==> src/rtl/regbus_pkg.sv <==
// Purpose: shared encodings and elaboration helpers for the register-bus arbiter.
// Latency: n/a (types, constants and constant functions only).
// Backpressure: n/a.
package regbus_pkg;

  // Arbiter FSM encoding; the value 2'd3 is unused and decodes back to IDLE.
  typedef enum logic [1:0] {
    ST_IDLE  = 2'd0,
    ST_GRANT = 2'd1,
    ST_TURN  = 2'd2
  } state_e;

  // Legal parameter ranges.
  localparam int unsigned MinClients = 2;
  localparam int unsigned MaxClients = 16;
  localparam int unsigned MinHold    = 1;
  localparam int unsigned MaxHold    = 255;
  localparam int unsigned MinTurn    = 1;
  localparam int unsigned MaxTurn    = 4;

  // Ceiling log2 that never returns 0, so every derived vector is at least one bit wide.
  function automatic int unsigned clog2(input int unsigned v);
    int unsigned r;
    r = 0;
    for (int i = 0; i < 31; i++) begin
      if ((32'd1 << i) < v) begin
        r = i + 1;
      end
    end
    return (r == 0) ? 1 : r;
  endfunction

  // A TurnCycles of 0 would let two drivers overlap on the bus, so it is rejected here.
  function automatic bit params_ok(input int unsigned n, input int unsigned h,
                                   input int unsigned t);
    return (n >= MinClients) && (n <= MaxClients) &&
           (h >= MinHold)    && (h <= MaxHold)    &&
           (t >= MinTurn)    && (t <= MaxTurn);
  endfunction

endpackage

==> src/rtl/rr_priority_picker.sv <==
// Purpose: round-robin winner search; the client at rr_ptr_i has top priority, then ascending mod N.
// Latency: purely combinational.
// Backpressure: none; the caller decides when a winner is taken.
module rr_priority_picker #(
  parameter int unsigned N    = 4,
  parameter int unsigned PtrW = 2
) (
  input  logic [N-1:0]    req_i,
  input  logic [PtrW-1:0] rr_ptr_i,
  output logic            any_req_o,
  output logic [PtrW-1:0] winner_o
);

  localparam int unsigned SW = PtrW + 1;
  localparam logic [SW-1:0] NumClients = SW'(N);

  logic [N-1:0]  rotated;
  logic [SW-1:0] src;
  logic [SW-1:0] offset;
  logic [SW-1:0] sum;
  logic          found;

  // Rotate the request vector so that bit 0 is the client at rr_ptr_i.
  // The wrap is an explicit subtract because N need not be a power of two.
  always_comb begin
    rotated = '0;
    src     = '0;
    for (int i = 0; i < N; i++) begin
      src = SW'(i) + {1'b0, rr_ptr_i};
      if (src >= NumClients) begin
        src = src - NumClients;
      end
      rotated[i] = req_i[src[PtrW-1:0]];
    end
  end

  // Take the lowest set bit of the rotated vector, then undo the rotation.
  always_comb begin
    found  = 1'b0;
    offset = '0;
    for (int i = 0; i < N; i++) begin
      if (!found && rotated[i]) begin
        found  = 1'b1;
        offset = SW'(i);
      end
    end
    sum = offset + {1'b0, rr_ptr_i};
    if (sum >= NumClients) begin
      sum = sum - NumClients;
    end
    winner_o  = sum[PtrW-1:0];
    any_req_o = found;
  end

endmodule

==> src/rtl/regbus_rr_arbiter.sv <==
// Purpose: round-robin owner of a shared tri-state register bus, driving active-low cs per register.
// Latency: Req to Grant/Cs takes one Tick edge; owners are separated by TurnCycles all-high-Z Ticks.
// Backpressure: Tick=0 freezes all state; an owner keeps the bus until Done, Req drop or HoldMax Ticks.
module regbus_rr_arbiter
  import regbus_pkg::*;
#(
  parameter  int unsigned NrOfClients = 4,
  parameter  int unsigned HoldMax     = 8,
  parameter  int unsigned TurnCycles  = 1,
  localparam int unsigned OwnerW      = clog2(NrOfClients)
) (
  input  logic                   Clock,
  input  logic                   Reset_n,
  input  logic                   Tick,
  input  logic [NrOfClients-1:0] Req,
  input  logic [NrOfClients-1:0] Done,
  output logic [NrOfClients-1:0] Grant,
  output logic [NrOfClients-1:0] Cs,
  output logic [OwnerW-1:0]      Owner,
  output logic                   BusBusy
);

  localparam int unsigned HoldW    = clog2(HoldMax + 1);
  localparam int unsigned TurnW    = clog2(TurnCycles + 1);
  localparam bit          ParamsOk = params_ok(NrOfClients, HoldMax, TurnCycles);

  localparam logic [OwnerW-1:0] LastIdx   = OwnerW'(NrOfClients - 1);
  localparam logic [HoldW-1:0]  HoldLimit = HoldW'(HoldMax);
  localparam logic [TurnW-1:0]  TurnLimit = TurnW'(TurnCycles);

  state_e                 state_q;
  logic [NrOfClients-1:0] grant_q;
  logic [NrOfClients-1:0] cs_q;
  logic [OwnerW-1:0]      owner_q;
  logic [OwnerW-1:0]      rr_ptr_q;
  logic [OwnerW-1:0]      rr_ptr_d;
  logic [HoldW-1:0]       hold_cnt_q;
  logic [HoldW-1:0]       hold_cnt_d;
  logic [TurnW-1:0]       turn_cnt_q;
  logic [TurnW-1:0]       turn_cnt_d;
  logic                   busy_q;

  logic                   any_req;
  logic [OwnerW-1:0]      winner;
  logic [NrOfClients-1:0] winner_onehot;
  logic                   release_now;
  logic                   turn_last;

  rr_priority_picker #(
    .N    (NrOfClients),
    .PtrW (OwnerW)
  ) u_picker (
    .req_i     (Req),
    .rr_ptr_i  (rr_ptr_q),
    .any_req_o (any_req),
    .winner_o  (winner)
  );

  // Next-value helpers: release decision, pointer wrap and saturating counters.
  always_comb begin
    winner_onehot = NrOfClients'(1) << winner;
    // Only the owner's Done/Req matter; a simultaneous Done and HoldMax is one release.
    release_now   = Done[owner_q] | ~Req[owner_q] | (hold_cnt_q == HoldLimit);
    rr_ptr_d      = (owner_q == LastIdx) ? '0 : owner_q + 1'b1;
    hold_cnt_d    = (hold_cnt_q == HoldLimit) ? hold_cnt_q : hold_cnt_q + 1'b1;
    turn_last     = (turn_cnt_q >= TurnLimit);
    turn_cnt_d    = turn_last ? turn_cnt_q : turn_cnt_q + 1'b1;
  end

  // Arbiter FSM with registered outputs; the async reset releases every cs immediately.
  always_ff @(posedge Clock or negedge Reset_n) begin
    if (!Reset_n) begin
      state_q    <= ST_IDLE;
      grant_q    <= '0;
      cs_q       <= '1;
      owner_q    <= '0;
      busy_q     <= 1'b0;
      rr_ptr_q   <= '0;
      hold_cnt_q <= '0;
      turn_cnt_q <= '0;
    end else if (Tick) begin
      case (state_q)
        ST_IDLE: begin
          if (any_req) begin
            state_q    <= ST_GRANT;
            grant_q    <= winner_onehot;
            cs_q       <= ~winner_onehot;
            owner_q    <= winner;
            busy_q     <= 1'b1;
            hold_cnt_q <= HoldW'(1);
          end
        end
        ST_GRANT: begin
          if (release_now) begin
            // Released owner drops to lowest priority by moving the pointer past it.
            state_q    <= ST_TURN;
            grant_q    <= '0;
            cs_q       <= '1;
            rr_ptr_q   <= rr_ptr_d;
            turn_cnt_q <= TurnW'(1);
          end else begin
            hold_cnt_q <= hold_cnt_d;
          end
        end
        ST_TURN: begin
          if (turn_last) begin
            // Final turnaround Tick doubles as an arbitration slot.
            if (any_req) begin
              state_q    <= ST_GRANT;
              grant_q    <= winner_onehot;
              cs_q       <= ~winner_onehot;
              owner_q    <= winner;
              hold_cnt_q <= HoldW'(1);
            end else begin
              state_q <= ST_IDLE;
              busy_q  <= 1'b0;
            end
          end else begin
            turn_cnt_q <= turn_cnt_d;
          end
        end
        default: begin
          state_q <= ST_IDLE;
          grant_q <= '0;
          cs_q    <= '1;
          busy_q  <= 1'b0;
        end
      endcase
    end
  end

  assign Grant   = grant_q;
  assign Cs      = cs_q;
  assign Owner   = owner_q;
  assign BusBusy = busy_q;

  // Bus-safety invariants: never two drivers, cs always the inverse of grant, legal parameters.
  a_grant_onehot0: assert property (@(posedge Clock) disable iff (!Reset_n) $onehot0(grant_q));
  a_cs_inverse:    assert property (@(posedge Clock) disable iff (!Reset_n) cs_q == ~grant_q);
  a_params_legal:  assert property (@(posedge Clock) disable iff (!Reset_n) ParamsOk);

endmodule
==> config.mk <==
export PLATFORM = sky130hd
export DESIGN_NAME = regbus_rr_arbiter
export DESIGN_NICKNAME = d
export VERILOG_FILES = /design/src/rtl/regbus_pkg.sv /design/src/rtl/rr_priority_picker.sv /design/src/rtl/regbus_rr_arbiter.sv
export SDC_FILE = /design/constraint.sdc
export NUM_CORES = 1
export LEC_CHECK = 0
export ABC_CLOCK_PERIOD_IN_PS = 3900
export CAP_MARGIN = 20
export CORE_ASPECT_RATIO = 1.75
export CORE_MARGIN = 1.5
export CORE_UTILIZATION = 54
export DETAILED_ROUTE_END_ITERATION = 10
export PLACE_DENSITY_LB_ADDON = 0.25
export SLEW_MARGIN = 0
export SYNTH_ARGS = -nofsm -noshare
export SYNTH_HDL_FRONTEND = slang
export SYNTH_SLANG_ARGS = --single-unit
export TNS_END_PERCENT = 5
==> constraint.sdc <==
create_clock -name Clock -period 3.9 [get_ports Clock]
set_input_delay 0.585 -clock Clock [delete_from_list [all_inputs] [get_ports Clock]]
set_output_delay 0.585 -clock Clock [all_outputs]
set_load 0.005 [all_outputs]
==> results of run 1 <==
## cells in the mapped netlist (2+ instances only)
| cell type | instances | share of area [%] |
|---|---|---|
| inv_1 | 8 | 2.2 |
| a211o_1 | 2 | 1.3 |
| clkbuf_1 | 3 | 0.84 |
| dfrtp_1 | 16 | 30 |
| nor2b_1 | 6 | 2.8 |
| a21o_1 | 3 | 1.7 |
| nand2b_1 | 6 | 2.8 |
| nand3_1 | 5 | 1.9 |
| a21oi_1 | 4 | 1.5 |
| ha_1 | 4 | 3.7 |
| xnor2_1 | 2 | 1.3 |
| buf_6 | 4 | 3.4 |
| dfstp_2 | 4 | 7.9 |
| a32o_1 | 5 | 3.7 |
| mux4_2 | 2 | 3.4 |
| or2_2 | 2 | 0.93 |
| mux2_2 | 3 | 2.5 |
| o211ai_1 | 3 | 1.7 |
| nor2_1 | 6 | 1.7 |
| nand3b_1 | 2 | 1.1 |
| o31ai_1 | 2 | 1.1 |
| a32oi_1 | 5 | 3.3 |
| nand2_1 | 10 | 2.8 |
| or4_1 | 2 | 1.1 |
| nor3_1 | 4 | 1.5 |
| o21ai_0 | 7 | 2.6 |
## power by group through the flow
stage	Combinational [mW]	Sequential [mW]	Clock, mW
floorplan	0.346	0.356	0
finish	0.487	0.394	0.209
CTS	0.489	0.393	0.211
global route	0.543	0.411	0.220
detailed placement	0.481	0.395	0
global placement	0.466	0.390	0
## cells by family after synthesis
| group | after synthesis | synth area share [%] |
|---|---|---|
| XOR/XNOR | 3 | 1.96 |
| AND/OR/NAND/NOR | 53 | 23.0 |
| AO/OA/AOI/OAI | 38 | 21.2 |
| adder cells (fa/ha/maj) | 4 | 3.74 |
| flip-flops | 20 | 37.8 |
| buffers and inverters | 15 | 6.45 |
| multiplexers | 5 | 5.89 |
## area by class of cell
class,instances,area (sq um)
fill,179,736
sequential,20,505
tap,25,31.3
multi-input combinational,103,747
clock inverter,1,30.0
inverter,8,30.0
timing repair buffer,21,210
clock buffer,3,41.3
## worst max-delay path, delay by kind of cell
kind            cells  cell delay [ps]
compound gates      5             1120
buf+inv             2              750
xor+xnor            1              250
fa+ha+maj           1              220
## final timing paths
kind | slack [ps] | to
hold reg to reg | 470 | Cs[0]
max in group asynchronous | 2510 | Owner[1]
hold / removal | 470 | Cs[0]
setup reg to reg | 1660 | Grant[2]
min in group asynchronous | 820 | hold_cnt_q[1]
setup / recovery | 1140 | Grant[2]
## sequential cells by signal, summed over array words and instances (netlist names)
signal,cells
state_q,2
Owner,2
Cs,4
rr_ptr_q,2
Grant,4
BusBusy,1
turn_cnt_q,1
hold_cnt_q,4
## metal layers
| layer | share of wire, % | wire [um] | track usage, % | up-vias |
|---|---|---|---|---|
| met5 | 0 | 0 | 0 | - |
| met2 | 56 | 1690 | 45.8 | 35 |
| met4 | 2.3 | 68 | 10.0 | 0 |
| met3 | 4.1 | 123 | 2.24 | 7 |
| met1 | 37 | 1120 | 27.3 | 564 |
| li1 | - | - | - | 556 |
==> flow_summary_export.csv, run 1 <==
group,metric,value,unit
status,status,"completed",
timing,rsz0062_at_grt,"false",
route,wl_per_cell,16.5,um
floorplanning,die_area,2800,sq um
setup_path,start_kind,"input pin",
pwr,switching_share,36.5,%
pwr,p_per_area,683,nW/um^2
yosys,synth_seq_area_share,37.8,%
grt,grt_max_degree,21,
layout,fin_cells,181,
floorplanning,dieHeight,68.9,um
setup_path,crit_type,"in2reg",
place,gp_congestion,0.805,
cts,post_cts_resized,0,
timing,setup_violations,0,
cts,cts_tree,"yes",
timing,tns,0,ps
place,placed_cells,177,
setup_path,ff2ff_path_depth,7,
cts,cts_setup_buffers,0,
setup_path,path_cells,"clkdlybuf4s50_1, inv_1, o311ai_0, o21ai_0, o221ai_1, ha_1, xor2_1, o21ai_0, a32o_1",
setup_path,crit_arrival,2910,ps
timing,period_minus_slack,2760,ps
route,drt_wl_total,2.99,mm
route,drc_errors,0,
timing,finalCritPeriodShare,70.8,%
layout,fin_area,1600,sq um
yosys,syn-cell-area,1340,sq um
setup_path,cpMaxStageDelayCell,"clkdlybuf4s50_1",
cts,clkSinkCount,20,
timing,slew_violations,0,
yosys,synth_cells,138,
setup_path,max_stage_delay,680,ps
timing,finalHoldViolations,0,
timing,holdWs,466,ps
pwr,pwr-share-comb,44.6,%
grt,grt_overflow,0,
setup_path,path_max_fanout,10,
floorplanning,rows,23,
grt,grt_pass1_vias,1086,
grt,grt_usage,24.9,%
layout,area.growth.synth_to_final,19.2,%
cts,root_buffer,"clkbuf_8",
yosys,avgSynthCellArea,9.70,sq um
cts,hold_buffers,0,
min_path,hp-class,"reg2reg",
pwr,p_leak,0.678,nW
timing,fin_ws,1140,ps
setup_path,crit_top_cell,"o21ai_0",
floorplanning,die_w,40.6,um
layout,finalNetCount,172,
cts,clkTransAtPathRegs,70,ps
pwr,p_total,1.09,mW
setup_path,end_kind,"register",
floorplanning,io_pins,22,
setup_path,crit_path_start,"Req[3]",
timing,slew_headroom,39.5,%
yosys,async_flop_share,100,%
layout,diodes,0,
place,port_buffers,21,
floorplanning,core_area,2330,sq um
run,cap_violations,0,
grt,grt_pass1_wl,4.78,mm
setup_path,r2r_start,"rr_ptr_q[0]",
yosys,yosys_warnings,0,
floorplanning,initial_core_util,57.4,%
setup_path,required,4050,ps
route,drt_iter0_drc,18,
yosys,synth.distinct_cells,44,
yosys,synth_enable_flop_cells,0,
min_path,hold_path_depth,2,
timing,worst_pin_slew,905,ps
place,dpl.hpwl,2.29,mm
yosys,syn_nets,153,
cts,cts-htree-levels,1,
pwr,internal-power,0.693,mW
yosys,yosys_most_used_dff,"dfrtp_1",
timing,finClkSkew,5.42,ps
pwr,seq_power_share,36.2,%
yosys,ys_ff_latch,20,
layout,final_common_cell,"clkdlybuf4s50_1",
timing,fmax,362,MHz
min_path,worstHoldStart,"Cs[0]",
layout,mostFrequentLayoutCells,"21 x clkdlybuf4s50_1, 16 x dfrtp_1, 10 x nand2_1, 8 x inv_1, 7 x o21ai_0",
pwr,peakVddDrop,415,uV
layout,drive_gt1_share,13.5,%
cts,insertion_delay,260,ps
route,ant_nets,0,
place,dpl-instance-area,1520,sq um
cts,cts_buffer_depth,2,
pwr,p_clk_share,19.2,%
cts,cts_inserted_buffers,3,
route,vias,1162,
layout,postLayoutCoreUtil,68.4,%
place,dp_slack,876,ps
route,drt_pass1_iterations,4,
route,post_drt_via_cell_ratio,6.42,
grt,antenna_found_initial,0,
pwr,p_sw,0.397,mW
No activity file was read; power rests on OpenSTA's default activity.
==> inputs of run 2 (changes only) <==
Settings changed: ABC_CLOCK_PERIOD_IN_PS 3900 to 2900, CORE_UTILIZATION 54 to 52.
Clock period 3.9 ns to 2.9 ns, I/O delays scaled along.
==> run 2 against run 1 <==
Net effect:
- first-iteration DRC count grew 22%
- count of clock-buffer cells in the layout grew 1
- wire length shrank 4.5%
- setup slack lost 630 ps
- cell count grew 2.2%
- register-to-register slack lost 910 ps
- sequential power grew 34%
- critical path depth shrank 1
- sequential share of layout area shrank 0.15 points
- final area grew 0.47%
- total power grew 27%
- critical endpoint is now Grant[1]
==> flow_summary_export.csv, run 2 (same netlist as run 1, synthesis figures left out) <==
group,metric,value,unit
status,status,"completed",
route,drt_wl_total,2.86,mm
min_path,hold_path_depth,2,
cts,insertion_delay,260,ps
route,drc_errors,0,
timing,tns,0,ps
setup_path,crit_type,"in2reg",
cts,cts_tree,"yes",
setup_path,start_kind,"input pin",
floorplanning,rows,24,
timing,finalHoldViolations,0,
timing,slew_headroom,41.9,%
timing,period_minus_slack,2390,ps
route,dr_wl_met3,78,um
grt,grt_pass1_wl,4.71,mm
grt,grt_pass1_vias,1165,
timing,slew_violations,0,
pwr,pwr-share-comb,46.8,%
floorplanning,initial_core_util,54.4,%
run,cap_violations,0,
cts,cts_buffer_depth,2,
timing,finClkSkew,5.06,ps
grt,grt_max_degree,21,
layout,finalNetCount,175,
place,gp_congestion,0.835,
setup_path,r2r_end,"Grant[3]",
pwr,p_sw,0.517,mW
setup_path,r2r_start,"rr_ptr_q[0]",
layout,drive_gt1_share,15.1,%
route,vias,1173,
pwr,peakVddDrop,410,uV
timing,fmax,419,MHz
timing,finalCritPeriodShare,82.4,%
layout,final_common_cell,"clkdlybuf4s50_1",
min_path,hold_end,"Cs[0]",
setup_path,cpMaxStageDelayCell,"clkdlybuf4s50_1",
route,top_layer,"met4",
timing,setup_violations,0,
route,met1_length,1.12,mm
pwr,p_per_area,865,nW/um^2
cts,clkTransAtPathRegs,70,ps
min_path,hp-class,"reg2reg",
route,drt_iter0_drc,22,
setup_path,crit_top_cell,"o21ai_0",
floorplanning,io_pins,22,
setup_path,path_cells,"clkdlybuf4s50_1, o22ai_1, o21ai_0, o221ai_1, ha_1, xnor2_1, o21ai_0, a32o_1",
route,ant_nets,0,
floorplanning,core_area,2460,sq um
floorplanning,die_area,2900,sq um
route,drt_pass1_iterations,4,
grt,grt_overflow,0,
setup_path,path_max_fanout,10,
timing,worst_pin_slew,869,ps
setup_path,ff2ff_path_depth,7,
cts,cts_setup_buffers,0,
timing,rsz0062_at_grt,"false",
grt,antenna_found_initial,0,
pwr,switching_share,37.3,%
place,dpl.hpwl,2.25,mm
layout,diodes,0,
route,wl_met2,1.52,mm
cts,hold_buffers,0,
setup_path,crit_family,"compound AO/OA/AOI/OAI gates",
cts,root_buffer,"clkbuf_8",
cts,post_cts_resized,0,
pwr,internal-power,0.870,mW
pwr,seq_power_share,38.1,%
cts,cts_inserted_buffers,3,
setup_path,end_kind,"register",
cts,cts-htree-levels,1,
place,port_buffers,21,
setup_path,required,3040,ps
setup_path,max_stage_delay,670,ps
route,post_drt_via_cell_ratio,6.34,
floorplanning,die_w,41.4,um
grt,grt_usage,23.1,%
setup_path,path_buf_inv,1,
min_path,worstHoldStart,"Cs[0]",
layout,postLayoutCoreUtil,65.1,%
setup_path,crit_arrival,2530,ps
pwr,p_leak,0.686,nW
layout,area.growth.synth_to_final,19.7,%
floorplanning,dieHeight,70.1,um
pwr,p_clk_share,15.1,%
route,wl_per_cell,15.5,um
cts,clkSinkCount,20,
layout,mostFrequentLayoutCells,"21 x clkdlybuf4s50_1, 16 x dfrtp_1, 10 x nand2_1, 8 x inv_1, 7 x o21ai_0",
setup_path,r2r_slack,750,ps
## run 2: tightest hold or removal path, cell delays in order, from the launching register on
cell     delay [ps]
dfstp_2         370
inv_1            50
a32oi_1          50
## run 2: area by class of cell
cell class	count	area, sq um
Fill cell	215	860
Timing Repair Buffer	24	233
Sequential cell	20	505
Multi-Input combinational cell	103	747
Clock buffer	4	55.1
Tap cell	26	32.5
Inverter	8	30.0
## run 2: worst max path at each step
stage	slack, ps	to	from	cells after the start
floorplan	900	Grant[2]	rr_ptr_q[0]	8
global placement	310	Grant[1]	Req[0]	9
detailed placement	220	Grant[3]	Req[3]	9
CTS	500	Grant[3]	Req[3]	9
global route	320	Grant[3]	Req[3]	9
finish	510	Grant[1]	Req[1]	8
## run 2: per-layer routing
layer / track usage [%] / vias up
met2: 38.2 / 32
met3: 1.90 / 12
li1: - / 561
met4: 16.1 / 0
met5: 0 / -
met1: 25.0 / 568
## run 2: per-stage QoR
stage	setup WS [ps]	std cells	area (sq um)	hold WS, ps	total power, mW
floorplan	899	138	1340	139	0.944
finish	512	185	1600	462	1.39
global route	325	185	1600	486	1.49
detailed placement	218	181	1550	448	1.18
CTS	504	185	1600	463	1.40
global placement	313	181	1550	456	1.15
## run 2: power by group through the flow
stage | Combinational, mW | Clock, mW | Sequential [mW]
2_1_floorplan | 0.466 | 0 | 0.478
3_5_place_dp | 0.645 | 0 | 0.537
3_3_place_gp | 0.626 | 0 | 0.529
4_1_cts | 0.653 | 0.215 | 0.531
6_report | 0.649 | 0.210 | 0.529
5_1_grt | 0.717 | 0.228 | 0.549
